### config.mk
export PLATFORM = sky130hd
export DESIGN_NAME = json_cmd_rx
export DESIGN_NICKNAME = d
export VERILOG_FILES = /design/src/rtl/json_cmd_rx.sv
export SDC_FILE = /design/constraint.sdc
export NUM_CORES = 1
export LEC_CHECK = 0
export ABC_AREA = 1
export CAP_MARGIN = 5
export CORE_MARGIN = 10
export CORE_UTILIZATION = 43
export DETAILED_ROUTE_END_ITERATION = 16
export PLACE_DENSITY_LB_ADDON = 0.3
export SYNTH_ARGS = -nofsm -noshare
export SYNTH_HDL_FRONTEND = slang
export SYNTH_SLANG_ARGS = --single-unit
### constraint.sdc
create_clock -name clk -period 15.55 [get_ports clk]
set_clock_uncertainty 0.1 [all_clocks]
set_input_delay 4.665 -clock clk [delete_from_list [all_inputs] [get_ports clk]]
set_output_delay 4.665 -clock clk [all_outputs]
set_load 0.05 [all_outputs]
### src/rtl/json_cmd_rx.sv
// JSON motor-command frame receiver: parses {"T":n,"L":x,"R":y}\n from a UART
// byte stream into signed fixed-point speeds with a one-cycle commit strobe.
module json_cmd_rx #(
    parameter int CLK_FREQ_HZ    = 50_000_000,
    parameter int TIMEOUT_CYCLES = 5_000_000,
    parameter int FRAC_DIGITS    = 3,
    parameter int INT_DIGITS     = 1,
    parameter int VAL_W          = 16
) (
    input  logic                    clk,
    input  logic                    rst,
    input  logic [7:0]              rx_data,
    input  logic                    rx_valid,
    output logic                    cmd_valid,
    output logic [7:0]              cmd_type,
    output logic signed [VAL_W-1:0] left_speed,
    output logic signed [VAL_W-1:0] right_speed,
    output logic [2:0]              field_mask,
    output logic                    parse_error,
    output logic                    busy
);

    localparam int MAG_W = 32;
    localparam int CNT_W = 4;
    localparam int TO_W  = $clog2(TIMEOUT_CYCLES + 1);
    localparam logic [MAG_W-1:0] VAL_MAX = MAG_W'((64'd1 << (VAL_W - 1)) - 64'd1);

    localparam logic [7:0] CH_LBRACE = 8'h7B;
    localparam logic [7:0] CH_RBRACE = 8'h7D;
    localparam logic [7:0] CH_QUOTE  = 8'h22;
    localparam logic [7:0] CH_COLON  = 8'h3A;
    localparam logic [7:0] CH_COMMA  = 8'h2C;
    localparam logic [7:0] CH_MINUS  = 8'h2D;
    localparam logic [7:0] CH_DOT    = 8'h2E;
    localparam logic [7:0] CH_NL     = 8'h0A;
    localparam logic [7:0] CH_CR     = 8'h0D;
    localparam logic [7:0] CH_SP     = 8'h20;

    typedef enum logic [3:0] {
        S_IDLE, S_KEY_OPEN, S_KEY, S_KEY_CLOSE, S_COLON,
        S_SIGN, S_INT, S_FRAC, S_CLOSE, S_ERROR
    } state_t;

    typedef enum logic [1:0] {K_T, K_L, K_R, K_X} key_t;

    state_t state, state_n;
    key_t   key, key_in;

    logic                    neg;
    logic [MAG_W-1:0]        mag, mag_acc, scaled;
    logic [VAL_W-1:0]        mag_sat;
    logic signed [VAL_W-1:0] value;
    logic [CNT_W-1:0]        int_cnt, frac_cnt, int_lim;
    logic [7:0]              sh_t;
    logic signed [VAL_W-1:0] sh_l, sh_r;
    logic [2:0]              sh_mask;
    logic [TO_W-1:0]         to_cnt;

    logic is_digit, is_ws, is_dot, is_end, timeout;
    logic err, commit, clr, key_ld, set_neg, int_dig, frac_dig, val_end, bad;

    assign busy     = (state != S_IDLE);
    assign is_digit = (rx_data >= 8'h30) && (rx_data <= 8'h39);
    assign is_ws    = (rx_data == CH_SP) || (rx_data == CH_CR);
    assign is_dot   = (rx_data == CH_DOT);
    assign is_end   = (rx_data == CH_COMMA) || (rx_data == CH_RBRACE);
    assign mag_acc  = (mag << 3) + (mag << 1) + MAG_W'(rx_data[3:0]);
    assign int_lim  = (key == K_T) ? CNT_W'(3) : CNT_W'(INT_DIGITS);
    assign timeout  = busy && !rx_valid && (to_cnt == TO_W'(TIMEOUT_CYCLES - 1));

    always_comb begin
        key_in = K_X;
        unique case (rx_data)
            8'h54:   key_in = K_T;
            8'h4C:   key_in = K_L;
            8'h52:   key_in = K_R;
            default: key_in = K_X;
        endcase
    end

    // Pad missing fractional digits, saturate, then apply the sign.
    always_comb begin
        scaled = mag;
        for (int i = 0; i < FRAC_DIGITS; i++) begin
            if (CNT_W'(i) >= frac_cnt) scaled = (scaled << 3) + (scaled << 1);
        end
        mag_sat = (scaled > VAL_MAX) ? VAL_MAX[VAL_W-1:0] : scaled[VAL_W-1:0];
        value   = neg ? -$signed(mag_sat) : $signed(mag_sat);
    end

    always_comb begin
        state_n  = state;
        err      = 1'b0;
        commit   = 1'b0;
        clr      = 1'b0;
        key_ld   = 1'b0;
        set_neg  = 1'b0;
        int_dig  = 1'b0;
        frac_dig = 1'b0;
        val_end  = 1'b0;
        bad      = 1'b0;
        if (timeout) begin
            state_n = S_IDLE;
            err     = (state != S_ERROR);
            clr     = 1'b1;
        end else if (rx_valid && !is_ws) begin
            if (rx_data == CH_LBRACE) begin
                state_n = S_KEY_OPEN;
                clr     = 1'b1;
                err     = (state != S_IDLE) && (state != S_ERROR);
            end else begin
                unique case (state)
                    S_IDLE: state_n = S_IDLE;
                    S_ERROR: if (rx_data == CH_NL) state_n = S_IDLE;
                    S_KEY_OPEN: begin
                        if (rx_data == CH_QUOTE) state_n = S_KEY;
                        else if (rx_data == CH_RBRACE) state_n = S_CLOSE;
                        else bad = 1'b1;
                    end
                    S_KEY: begin
                        key_ld  = 1'b1;
                        state_n = S_KEY_CLOSE;
                    end
                    S_KEY_CLOSE: begin
                        if (rx_data == CH_QUOTE) state_n = S_COLON;
                        else bad = 1'b1;
                    end
                    S_COLON: begin
                        if (rx_data == CH_COLON) state_n = S_SIGN;
                        else bad = 1'b1;
                    end
                    S_SIGN: begin
                        if (rx_data == CH_MINUS && !neg && key != K_T) begin
                            set_neg = 1'b1;
                        end else if (is_digit) begin
                            int_dig = 1'b1;
                            state_n = S_INT;
                        end else begin
                            bad = 1'b1;
                        end
                    end
                    S_INT: begin
                        unique case (1'b1)
                            is_digit: begin
                                if (int_cnt >= int_lim) bad = 1'b1;
                                else if (key == K_T && mag_acc > MAG_W'(255)) bad = 1'b1;
                                else int_dig = 1'b1;
                            end
                            is_dot: begin
                                if (key == K_T) bad = 1'b1;
                                else state_n = S_FRAC;
                            end
                            is_end: begin
                                val_end = 1'b1;
                                state_n = (rx_data == CH_COMMA) ? S_KEY_OPEN : S_CLOSE;
                            end
                            default: bad = 1'b1;
                        endcase
                    end
                    S_FRAC: begin
                        unique case (1'b1)
                            is_digit: frac_dig = 1'b1;
                            is_end: begin
                                val_end = 1'b1;
                                state_n = (rx_data == CH_COMMA) ? S_KEY_OPEN : S_CLOSE;
                            end
                            default: bad = 1'b1;
                        endcase
                    end
                    S_CLOSE: begin
                        if (rx_data == CH_NL) begin
                            commit  = 1'b1;
                            state_n = S_IDLE;
                        end else begin
                            bad = 1'b1;
                        end
                    end
                    default: bad = 1'b1;
                endcase
                if (bad) begin
                    state_n = S_ERROR;
                    err     = 1'b1;
                    clr     = 1'b1;
                end
            end
        end
    end

    always_ff @(posedge clk or posedge rst) begin
        if (rst) state <= S_IDLE;
        else     state <= state_n;
    end

    always_ff @(posedge clk or posedge rst) begin
        if (rst) begin
            key         <= K_X;
            neg         <= 1'b0;
            mag         <= '0;
            int_cnt     <= '0;
            frac_cnt    <= '0;
            sh_t        <= '0;
            sh_l        <= '0;
            sh_r        <= '0;
            sh_mask     <= '0;
            to_cnt      <= '0;
            cmd_valid   <= 1'b0;
            parse_error <= 1'b0;
            cmd_type    <= '0;
            left_speed  <= '0;
            right_speed <= '0;
            field_mask  <= '0;
        end else begin
            cmd_valid   <= commit;
            parse_error <= err;
            to_cnt      <= (rx_valid || !busy) ? '0 : to_cnt + TO_W'(1);
            if (clr) sh_mask <= '0;
            if (key_ld) begin
                key      <= key_in;
                neg      <= 1'b0;
                mag      <= '0;
                int_cnt  <= '0;
                frac_cnt <= '0;
            end
            if (set_neg) neg <= 1'b1;
            if (int_dig) begin
                mag     <= mag_acc;
                int_cnt <= int_cnt + CNT_W'(1);
            end
            // Digits past the retained precision are swallowed (truncation).
            if (frac_dig && frac_cnt < CNT_W'(FRAC_DIGITS)) begin
                mag      <= mag_acc;
                frac_cnt <= frac_cnt + CNT_W'(1);
            end
            if (val_end) begin
                unique case (key)
                    K_T: begin
                        sh_t       <= mag[7:0];
                        sh_mask[2] <= 1'b1;
                    end
                    K_L: begin
                        sh_l       <= value;
                        sh_mask[1] <= 1'b1;
                    end
                    K_R: begin
                        sh_r       <= value;
                        sh_mask[0] <= 1'b1;
                    end
                    default: ;
                endcase
            end
            if (commit) begin
                if (sh_mask[2]) cmd_type    <= sh_t;
                if (sh_mask[1]) left_speed  <= sh_l;
                if (sh_mask[0]) right_speed <= sh_r;
                field_mask <= sh_mask;
            end
        end
    end

endmodule

* Word-level counts from Yosys, hierarchy flattened *
Cells that the tools add are included.

cells by class
  equal/unequal tests = 35
  div/mod/pow operators = 0
  $lt $le $gt $ge = 9
  add/subtract/negate cells = 8
  shift-type cells = 0
  multiply operators = 0
  bitwise operators = 0
  reductions and logical operators = 37
  muxes and demuxes = 92

operator list
  cell                                                                               count
  32-bit 2-to-1 mux                                                                  6
  32-bit adder                                                                       3
  4-bit 2-to-1 mux                                                                   17
  1-bit 2-to-1 mux                                                                   57
  8-bit by 6-bit equality test with 1-bit output, second input constant              6
  8-bit by 7-bit equality test with 1-bit output, second input constant              5
  4-bit one-hot mux with 9 select lines                                              1
  32-bit by 4-bit adder with 32-bit output                                           1
  32-bit by 15-bit greater-than comparator with 1-bit output, second input constant  1
  32-bit by 8-bit greater-than comparator with 1-bit output, second input constant   1
  16-bit 2-to-1 mux                                                                  2
  5-bit != test, second input constant                                               5
  23-bit by 1-bit adder with 23-bit output, second input constant                    1
  23-bit equality test, second input constant                                        1
  23-bit 2-to-1 mux                                                                  1
  6-bit != test, second input constant                                               3
  4-bit by 3-bit equality test with 1-bit output, second input constant              4
  8-bit by 4-bit equality test with 1-bit output, second input constant              2
  16-bit negation                                                                    1
  2-bit AND reduction                                                                6
  12-bit nonzero test                                                                1
  11-bit AND reduction                                                               1
  2-bit nonzero test                                                                 5
  1-bit logical AND                                                                  9
  other kinds (29)                                                                   41

storage, ports and cells
  latch bits = 0
  register bits after elaboration = 158
  memory bits (writable) = 0
  bits in read-only memories = 0
  word-level logic and storage cells = 198
  bits of input ports = 11
  output and inout bits = 46
  memories kept = 0

* Longest topological paths before layout *
Gate-level depths: netlist of the first run.

  depth after elaboration = 18
  depth in mapped cells = 56
  gate-level depth less buffers = 54

* Least setup slack after synthesis of the first run *
OpenSTA, ideal clock, no wires.

  path kind = input-to-reg
  from = input rx_data[1]
  to = register mag[0]
  slack = 7430 ps
  arrival time = 7898 ps
  library setup time = 122 ps
  stages = 26
  path buffers = 1
  required time = 15328 ps
  cells stage by stage = ha_1 fa_1 nand2_1 a21oi_1 nand2_1 nor2_1 nand2_1 nor2_1 nand4_1 nor2_1 nand3_1 nor2_1 nand2_1 nor2_1 nand4_1 nor2_1 nand4_1 nor2_1 xor2_1 nand4_1 nand2_1 nand3_1 o22ai_2 nand2_2 buf_2 a32o_1

on the way
  word-level cells in the longest chain between the ends = 12
  elaborated cells on any way between the ends = 35
  those cells by class = add/sub (1); order compare (3); eq/ne (4); mux (18); reduce/logical (9)

ends and longest elaborated chain
  element                                                    line  text
  from (decl)                                                12    input logic [7:0] rx_data,
  32-bit by 4-bit adder with 32-bit output                   67    assign mag_acc = (mag << 3) + (mag << 1) + MAG_W'(rx_data[3:0]);
  32-bit by 8-bit greater-than comparator with 1-bit output  146   else if (key == K_T && mag_acc > MAG_W'(255)) bad = 1'b1;
  1-bit logical AND                                          146
  1-bit 2-to-1 mux                                           146
  1-bit 2-to-1 mux                                           145   if (int_cnt >= int_lim) bad = 1'b1;
  1-bit 2-to-1 mux                                           143   unique case (1'b1)
  1-bit one-hot mux with 2 select lines                      112   unique case (state)
  1-bit 2-to-1 mux                                           107   if (rx_data == CH_LBRACE) begin
  1-bit 2-to-1 mux                                           106   end else if (rx_valid && !is_ws) begin
  1-bit 2-to-1 mux                                           102   if (timeout) begin
  32-bit 2-to-1 mux                                          225   if (int_dig) begin
  32-bit 2-to-1 mux                                          230   if (frac_dig && frac_cnt < CNT_W'(FRAC_DIGITS)) begin
  to (signal assigned)                                       226   mag <= mag_acc;
  to (signal assigned)                                       231   mag <= mag_acc;
  to (decl)                                                  50    logic [MAG_W-1:0] mag, mag_acc, scaled;

Parallel ways exist; a longest one is shown, timed or not.
A chain may end at the register's enable or synchronous reset.

* Worst setup path in the final report of the first run *
  from = input rx_data[1]
  to = register mag[5]

The elaborated chain is that of the path after synthesis.

==> metrics.txt, run 1 <==
clk slew on worst S/H paths=0.07 ns; Setup crit start=rx_data[1]; Routed WL per cell=15.0 um; RR Startpoint=mag[2]; Max VDD drop=0.0756 mV; Worst-Skew Late Latency=0.45 ns; Final setup viols=0; Sum Neg Setup Slack=0 ns; post-synthesis instance total=2241; Post-DP HPWL=33100 um; Top FF cell, synth=dfrtp_1; number of hold buffers added after cts=0; I/O Buffers=56; Vert. Die Dim=204 um; slowest CP cell=clkdlybuf4s50_1; sequential fraction of the synthesis area=0.272; clock sinks=158; crit-path max FO=33; CP top delay family=simple AND/OR/NAND/NOR gates; asr flop ratio synth=1.00; Cell Pwr Density=59.0 nW/um^2; setup ws final=5.79 ns; Worst setup EP type=flip-flop; Starting DRT DRC Count=1014; share of layout cells above drive strength 1=0.0728; Final Non-Filler Cells=2742; Synth Net Count=2349; DRT Wirelength=41100 um; cell count after placement=2710; Max Slew Vio Count=0; Post-CTS Setup Bufs=0; Rel. slew slack=0.280; PostCTS Resize Cnt=0; DIE WIDTH=204 um; status=finished, final reports clean; Vias per Instance=5.27; synthesis-stage register bit count=158; design area=16200 um^2; clock buffer count from CTS=17; fin crit period=9.76 ns; DR vias=14400; initial antenna violation count=0; H-Tree Depth=4; Setup CP Type=in -> reg; final hold violations=0; # fillers=3419; placer congestion estimate=0.923; leakage power=8.54 nW; Core ar.=33400 um^2; row cnt=67; crit-path most repeated cell=nor2_1; most common cell after layout, fill and taps aside=nand2_1; Worst Path Buf+Inv=2; Worst Path Required=15.82 ns; maxcap violations=0; leading cell types in the layout, fill and taps excluded=nand2_1 (663), inv_1 (294), nand3_1 (216); RSZ-0062 raised after global routing=false; register area=3960 um^2; post-synth cell types=59; HP Class=reg -> reg; Pre-antenna DRT Iters=9; Min-Delay Startpoint=to_cnt[0]; Post-DRT Antenna Nets=0; initial core utilization=0.435; Final nets=2389; num ports=57; DRC viols=0; gr ovfl total=0; Crit path largest cell delay=0.56 ns; pin count of the biggest net entering global routing=96; CTS tree=done; DP Area=15600 um^2; CTS root buf=clkbuf_16; pre-CTS WS=5.48 ns; Synthesis Warnings=0; syn_area_per_cell=6.50 um^2; vias in the first global route=13900; crit start category=input pin; hold slack=0.372 ns; Arr. time, crit path=10.03 ns; Clock Path Buffers=2; n_diodes=0; gr usage total=0.200; Die ar.=41600 um^2; fin crit share=0.628; Area Overhead vs Synth=11.1%; cell area after synthesis=14600 um^2; Fmax=0.102 GHz; first-pass GRT wire length=68800 um; Multi-input gate area=9260 um^2; worst-margin pin slew=1.08 ns; Post-synth EDFFs=0
## per-stage QoR
step                      power [mW]  utilization
after floorplan                0.503            -
after CTS                      0.961        0.484
after global placement         0.533        0.466
after global routing           0.996        0.484
final                          0.955        0.484
after detailed placement       0.533        0.466
## registers in the layout, summed over array words and instances (netlist names)
| signal | flops |
|---|---|
| sh_mask | 3 |
| right_speed | 16 |
| sh_r | 16 |
| neg | 1 |
| frac_cnt | 4 |
| cmd_type | 8 |
| left_speed | 16 |
| parse_error | 1 |
| int_cnt | 4 |
| sh_l | 16 |
| key | 2 |
| sh_t | 8 |
| field_mask | 3 |
| mag | 32 |
| state | 4 |
| to_cnt | 23 |
| cmd_valid | 1 |
## cells by family (layout without fill, tap and decap cells)
| kind of cell | Yosys count | after routing | synth area share |
|---|---|---|---|
| buf+inv | 355 | 408 | 0.0934 |
| simple gates | 1226 | 1226 | 0.367 |
| fa+ha+maj | 97 | 97 | 0.0854 |
| compound gates | 329 | 329 | 0.133 |
| xor+xnor | 56 | 56 | 0.0342 |
| mux | 20 | 20 | 0.0155 |
| flops | 158 | 158 | 0.272 |
## final timing paths
check	to	slack (ns)	cells past startpoint
setup reg to reg	sh_l[14]	6.59	48
min in group asynchronous	sh_l[1]	4.67	2
hold / removal	to_cnt[0]	0.37	1
max in group asynchronous	mag[2]	9.31	3
hold reg to reg	to_cnt[0]	0.37	1
setup / recovery	mag[5]	5.79	29
## Yosys cell counts, types with 5 or more instances
| cell | number | area, um^2 |
|---|---|---|
| nand2_1 | 663 | 2490 |
| inv_1 | 295 | 1110 |
| nand3_1 | 216 | 1080 |
| nor2_1 | 171 | 642 |
| dfrtp_1 | 156 | 3900 |
| o21ai_0 | 131 | 656 |
| a21oi_1 | 105 | 526 |
| ha_1 | 93 | 1160 |
| nand4_1 | 46 | 288 |
| xor2_1 | 37 | 324 |
| nor3_1 | 35 | 175 |
| clkbuf_1 | 26 | 97.6 |
| a32o_1 | 24 | 240 |
| or2_2 | 23 | 144 |
| nand2_2 | 22 | 138 |
| mux2_2 | 20 | 225 |
| xnor2_1 | 18 | 158 |
| o21ai_1 | 14 | 70.1 |
| buf_2 | 13 | 65.1 |
| nor2_2 | 13 | 81.3 |
| nand3_2 | 12 | 120 |
| inv_2 | 10 | 37.5 |
| nor4_1 | 10 | 62.6 |
| o211ai_1 | 6 | 45.0 |
| o21bai_1 | 6 | 45.0 |
| a21o_1 | 5 | 37.5 |
| a21oi_2 | 5 | 43.8 |
| a31oi_1 | 5 | 31.3 |
| buf_1 | 5 | 18.8 |
| o21a_1 | 5 | 37.5 |
## routing by layer
metal / share of wire / up-vias / global-route usage
met5: 0 / - / 0
met2: 0.47 / 283 / 0.338
met4: 0.019 / 0 / 0.0598
li1: - / 7442 / -
met1: 0.47 / 6670 / 0.261
met3: 0.041 / 52 / 0.0247
## power breakdown
group          switching [mW]  total [mW]  internal, mW  leakage, nW
Clock                   0.188       0.430         0.242        0.298
Sequential            0.00751       0.425         0.417         2.07
Combinational          0.0700       0.100        0.0305         6.18
Total                   0.266       0.955         0.690         8.54
## cell type report
cell class                      count  area share
Clock inverter                     15      0.0109
Timing Repair Buffer               67      0.0397
Tap cell                          448      0.0346
Clock buffer                       17      0.0263
Sequential cell                   158       0.244
Multi-Input combinational cell   1728       0.572
Inverter                          309      0.0720
## worst reg2reg max path: cells and delay by family, from the launching register on
family                   cells  cell delay (ns)
AO/OA/AOI/OAI               11             2.71
adder cells (fa/ha/maj)      5             1.65
buffers and inverters        5             0.61
flip-flops                   1             0.46
XOR/XNOR                     1             0.28
AND/OR/NAND/NOR             26             3.02
(Power assumes the default switching activity.)
==> run 2: changes to the inputs <==
clock period = 8.13 ns   (was 15.55 ns; I/O delays follow)
==> run 2 against run 1 <==
Non-clock buffer count up 10. Total power rose by 92%. Routed wire length is 0.19% lower. Combinational power grew 98%. Critical path depth rose by 22. Register-to-register slack worse by 5.9 ns. Clock-buffer cell count unchanged. Largest cell class unchanged.
==> metrics.txt, run 2 (synthesis gave the netlist of run 1 again) <==
DRC viols=0; top flop regs=mag x32, to_cnt x23; CTS tree=done; gr usage total=0.199; crit start category=flip-flop; initial antenna violation count=0; Pre-antenna DRT Iters=6; status=finished, final reports clean; first-pass GRT wire length=68900 um; CTS root buf=clkbuf_16; Post-DP HPWL=32300 um; Starting DRT DRC Count=1357; leakage power=8.61 nW; Arr. time, crit path=7.66 ns; gr ovfl total=0; Metal-1 WL=19700 um; Cell Pwr Density=112 nW/um^2; Worst-Skew Late Latency=0.46 ns; hold slack=0.368 ns; Fmax=0.135 GHz; clk slew on worst S/H paths=0.07 ns; n_diodes=0; Routed WL per cell=14.9 um; Max VDD drop=0.158 mV; Max Slew Vio Count=0; Worst setup EP type=flip-flop; I/O Buffers=56; Reg2Reg Depth=51; row cnt=67; crit-path most repeated cell=nand2_1; Top Metal Used=met4; num ports=57; Setup crit start=mag[0]; placer congestion estimate=0.990; crit-path max FO=22; largest reg by FF count=mag; Crit path largest cell delay=0.41 ns; Rel. slew slack=0.199; maxcap violations=0; Vert. Die Dim=204 um; initial core utilization=0.435; slowest CP cell=dfrtp_1; share of layout cells above drive strength 1=0.0838; Die ar.=41600 um^2; DR vias=14700; fin crit share=0.912; clock buffer count from CTS=17; Core ar.=33400 um^2; H-Tree Depth=4; Largest register FFs=32; RR Startpoint=mag[0]; Reg2Reg Capture Point=sh_r[12]; Vias per Instance=5.34; Final Non-Filler Cells=2752; Area Overhead vs Synth=12.4%; routed length on met2=18400 um; Final setup viols=0; Post-DRT Antenna Nets=0; # fillers=3347; Setup CP Type=reg -> reg; pin count of the biggest net entering global routing=100; most common cell after layout, fill and taps aside=nand2_1; HP Class=reg -> reg; internal reg-to-reg setup slack=0.72 ns; DRT Wirelength=41000 um; fin crit period=7.41 ns; clock sinks=158; Min-Delay Startpoint=to_cnt[0]; cell count after placement=2716; Clock Path Buffers=2; worst-margin pin slew=1.20 ns; Final nets=2399; worst setup path end=sh_r[12]; number of hold buffers added after cts=0; DIE WIDTH=204 um; vias in the first global route=13900; leading cell types in the layout, fill and taps excluded=nand2_1 (663), inv_1 (294), nand3_1 (216); Sum Neg Setup Slack=0 ns; routed wl met3=2170 um; final hold violations=0; Worst Path Required=8.37 ns
==> run 2: cell count changes in the layout (fill, tap and decap cells not counted), moves of 3 or more <==
cell | previous run | this run
a21oi_2 | 5 | 8
o21ai_0 | 131 | 124
o21ai_1 | 14 | 17
xor2_2 | 1 | 4
buf_4 | 11 | 19
xor2_1 | 37 | 34
o21ai_2 | 1 | 5
a21oi_1 | 105 | 102
==> run 2: layout make-up <==
type	instances	area (um^2)	share of cell area
multi-input combinational	1728	9330	0.570
sequential	158	3960	0.242
inverter	309	1160	0.0712
timing repair buffer	77	743	0.0454
tap	448	561	0.0343
clock buffer	17	425	0.0260
clock inverter	15	178	0.0109
==> run 2: worst max-delay path: cells and delay by family, from the launching register on <==
family | cells | cell delay [ns]
adder cells (fa/ha/maj) | 5 | 1.34
flip-flops | 1 | 0.41
XOR/XNOR | 1 | 0.22
AO/OA/AOI/OAI | 7 | 1.38
AND/OR/NAND/NOR | 31 | 3.15
buffers and inverters | 7 | 0.67
==> run 2: what timing repair did <==
item	in CTS	in global routing
endpoints found under the hold margin	0	0
buffers inserted	0	4
setup endpoints to repair	0	30
gates resized for setup	0	28
==> run 2: power by group <==
group	internal [mW]	total, mW	leakage [nW]	switching (mW)
logic	0.0613	0.198	6.25	0.137
clock network	0.439	0.823	0.293	0.384
registers	0.798	0.810	2.06	0.0117
total	1.30	1.83	8.61	0.533
==> run 2: how the worst min path moves through the flow <==
stage	endpoint	slack, ns	cells past startpoint
after floorplan	to_cnt[0]	0.33	1
after global placement	to_cnt[0]	0.35	1
after detailed placement	sh_mask[0]	0.36	2
after CTS	to_cnt[0]	0.37	1
after global routing	to_cnt[0]	0.40	1
final	to_cnt[0]	0.37	1
==> run 2: stage by stage <==
stage | utilization | total power [mW] | cell area (um^2) | setup slack [ns]
after floorplan | - | 0.961 | 14600 | 1.02
after global placement | 0.468 | 1.02 | 15600 | 0.492
after detailed placement | 0.468 | 1.02 | 15600 | 0.125
after CTS | 0.486 | 1.85 | 16200 | 0.0593
after global routing | 0.489 | 1.91 | 16400 | -0.0124
final | 0.489 | 1.83 | 16400 | 0.717
==> run 2: per-layer routing <==
layer | global-route usage | up-vias
met3 | 0.0301 | 47
met2 | 0.318 | 388
met4 | 0.0566 | 0
met1 | 0.272 | 6786
li1 | - | 7463
met5 | 0 | -
==> run 3: changes to the inputs <==
CORE_MARGIN = 5   (was 10)
==> run 3 against run 2 <==
Worst hold slack got worse by 0.0074 ns. Core utilization fell by 0.42 points. Final area fell by 0.85%. Largest power group is now sequential cells.
==> metrics.txt, run 3 (synthesis gave the netlist of run 1 again) <==
Worst Path Buf+Inv=4; CP top delay family=compound AO/OA/AOI/OAI gates; I/O Buffers=56; cell count after placement=2715; pin count of the biggest net entering global routing=95; num ports=57; final hold violations=0; GR Layer Usage met2=0.335; Post-DP HPWL=31100 um; DR vias=14500; CTS tree=done; Design Power=1.76 mW; number of hold buffers added after cts=0; Vias per Instance=5.28; Fmax=0.133 GHz; Worst setup EP type=flip-flop; status=finished, final reports clean; crit-path max FO=22; internal reg-to-reg setup slack=0.62 ns; initial antenna violation count=0; Arr. time, crit path=7.74 ns; first-pass GRT wire length=66200 um; Post-DRT Antenna Nets=0; Area Overhead vs Synth=11.4%; placer congestion estimate=0.937; Crit path largest cell delay=0.45 ns; crit-path most repeated cell=nand2_1; DIE WIDTH=194 um; gr busiest metal=met2; Pre-antenna DRT Iters=6; Final nets=2396; Largest register FFs=32; Routed WL per cell=14.3 um; met1 Track Usage GR=0.291; leakage power=8.54 nW; clk slew on worst S/H paths=0.06 ns; Worst-Skew Late Latency=0.44 ns; Die ar.=37600 um^2; top flop regs=mag x32, to_cnt x23; CTS root buf=clkbuf_16; worst-margin pin slew=1.18 ns; largest reg by FF count=mag; n_diodes=0; maxcap violations=0; Final setup viols=0; HP Class=reg -> reg; gr usage total=0.206; Max VDD drop=0.171 mV; DRC viols=0; Worst Path Required=8.36 ns; H-Tree Depth=4; Final Non-Filler Cells=2748; Vert. Die Dim=194 um; slowest CP cell=ha_1; global-route met3 utilization=0.0313; Clock Path Buffers=2; Setup CP Type=reg -> reg; post-layout util=0.485; DRT Wirelength=39300 um; Core ar.=33400 um^2; share of layout cells above drive strength 1=0.0774; fin crit period=7.51 ns; clock sinks=158; leading cell types in the layout, fill and taps excluded=nand2_1 (663), inv_1 (294), nand3_1 (216); vias in the first global route=13700; Max Slew Vio Count=0; fin crit share=0.924; row cnt=67; clock buffer count from CTS=17; initial core utilization=0.435; Rel. slew slack=0.215; Starting DRT DRC Count=846; crit start category=flip-flop; Cell Pwr Density=109 nW/um^2; gr ovfl total=0; most common cell after layout, fill and taps aside=nand2_1
==> run 3: changes by cell type in the layout (fill, tap and decap cells not counted), sizes merged <==
cell,change
clkinv,-3
clkinvlp,+3
inv,-4
buf,-3
clkbuf,+4
bufinv,-1
==> run 3: metrics by stage <==
stage	area [um^2]	TNS (ns)	hold slack, ns	setup WS [ns]
floorplan	14600	0	0.333	1.02
global placement	15600	0	0.348	0.522
detailed placement	15600	0	0.356	0.215
CTS	16200	0	0.365	0.165
global route	16200	-0.0107	0.391	-0.00821
finish	16200	0	0.360	0.618
==> run 3: timing repair <==
action,CTS,global route
gates resized for setup,0,19
setup buffers,0,2
endpoints found under the setup margin,0,30
==> run 3: per-layer routing <==
| layer | part of all wire | wire, um | vias to the layer above |
|---|---|---|---|
| li1 | - | - | 7465 |
| met1 | 0.49 | 19300 | 6682 |
| met5 | 0 | 0 | - |
| met4 | 0.015 | 585 | 0 |
| met3 | 0.044 | 1720 | 40 |
| met2 | 0.45 | 17700 | 314 |
==> run 3: area by class of cell <==
class                      count  area (um^2)
clock inverter                10         81.3
sequential                   158         3960
tap                          448          561
fill                        3353        17200
clock buffer                  21          460
multi-input combinational   1728         9300
timing repair buffer          74          703
inverter                     309         1160
==> run 3: final timing paths <==
kind                                 end  startpoint  depth (start not counted)
max                             sh_l[12]      mag[4]                         45
min                            to_cnt[0]   to_cnt[0]                          1
max reg2reg                     sh_l[12]      mag[4]                         45
min reg2reg                    to_cnt[0]   to_cnt[0]                          1
max in group asynchronous         mag[2]         rst                          3
min in group asynchronous  field_mask[0]         rst                          2
==> run 3: worst register-to-register path: cells and delay by family (launching register included) <==
family,cells,cell delay (ns)
adder cells (fa/ha/maj),4,1.40
AO/OA/AOI/OAI,11,2.27
flip-flops,1,0.44
buffers and inverters,4,0.39
AND/OR/NAND/NOR,24,2.24
XOR/XNOR,2,0.58
==> run 3: report_power, final <==
part	total [mW]	leakage (nW)	switching (mW)	internal (mW)
Sequential	0.811	2.07	0.0131	0.798
Clock	0.758	0.254	0.349	0.409
Combinational	0.194	6.22	0.133	0.0608
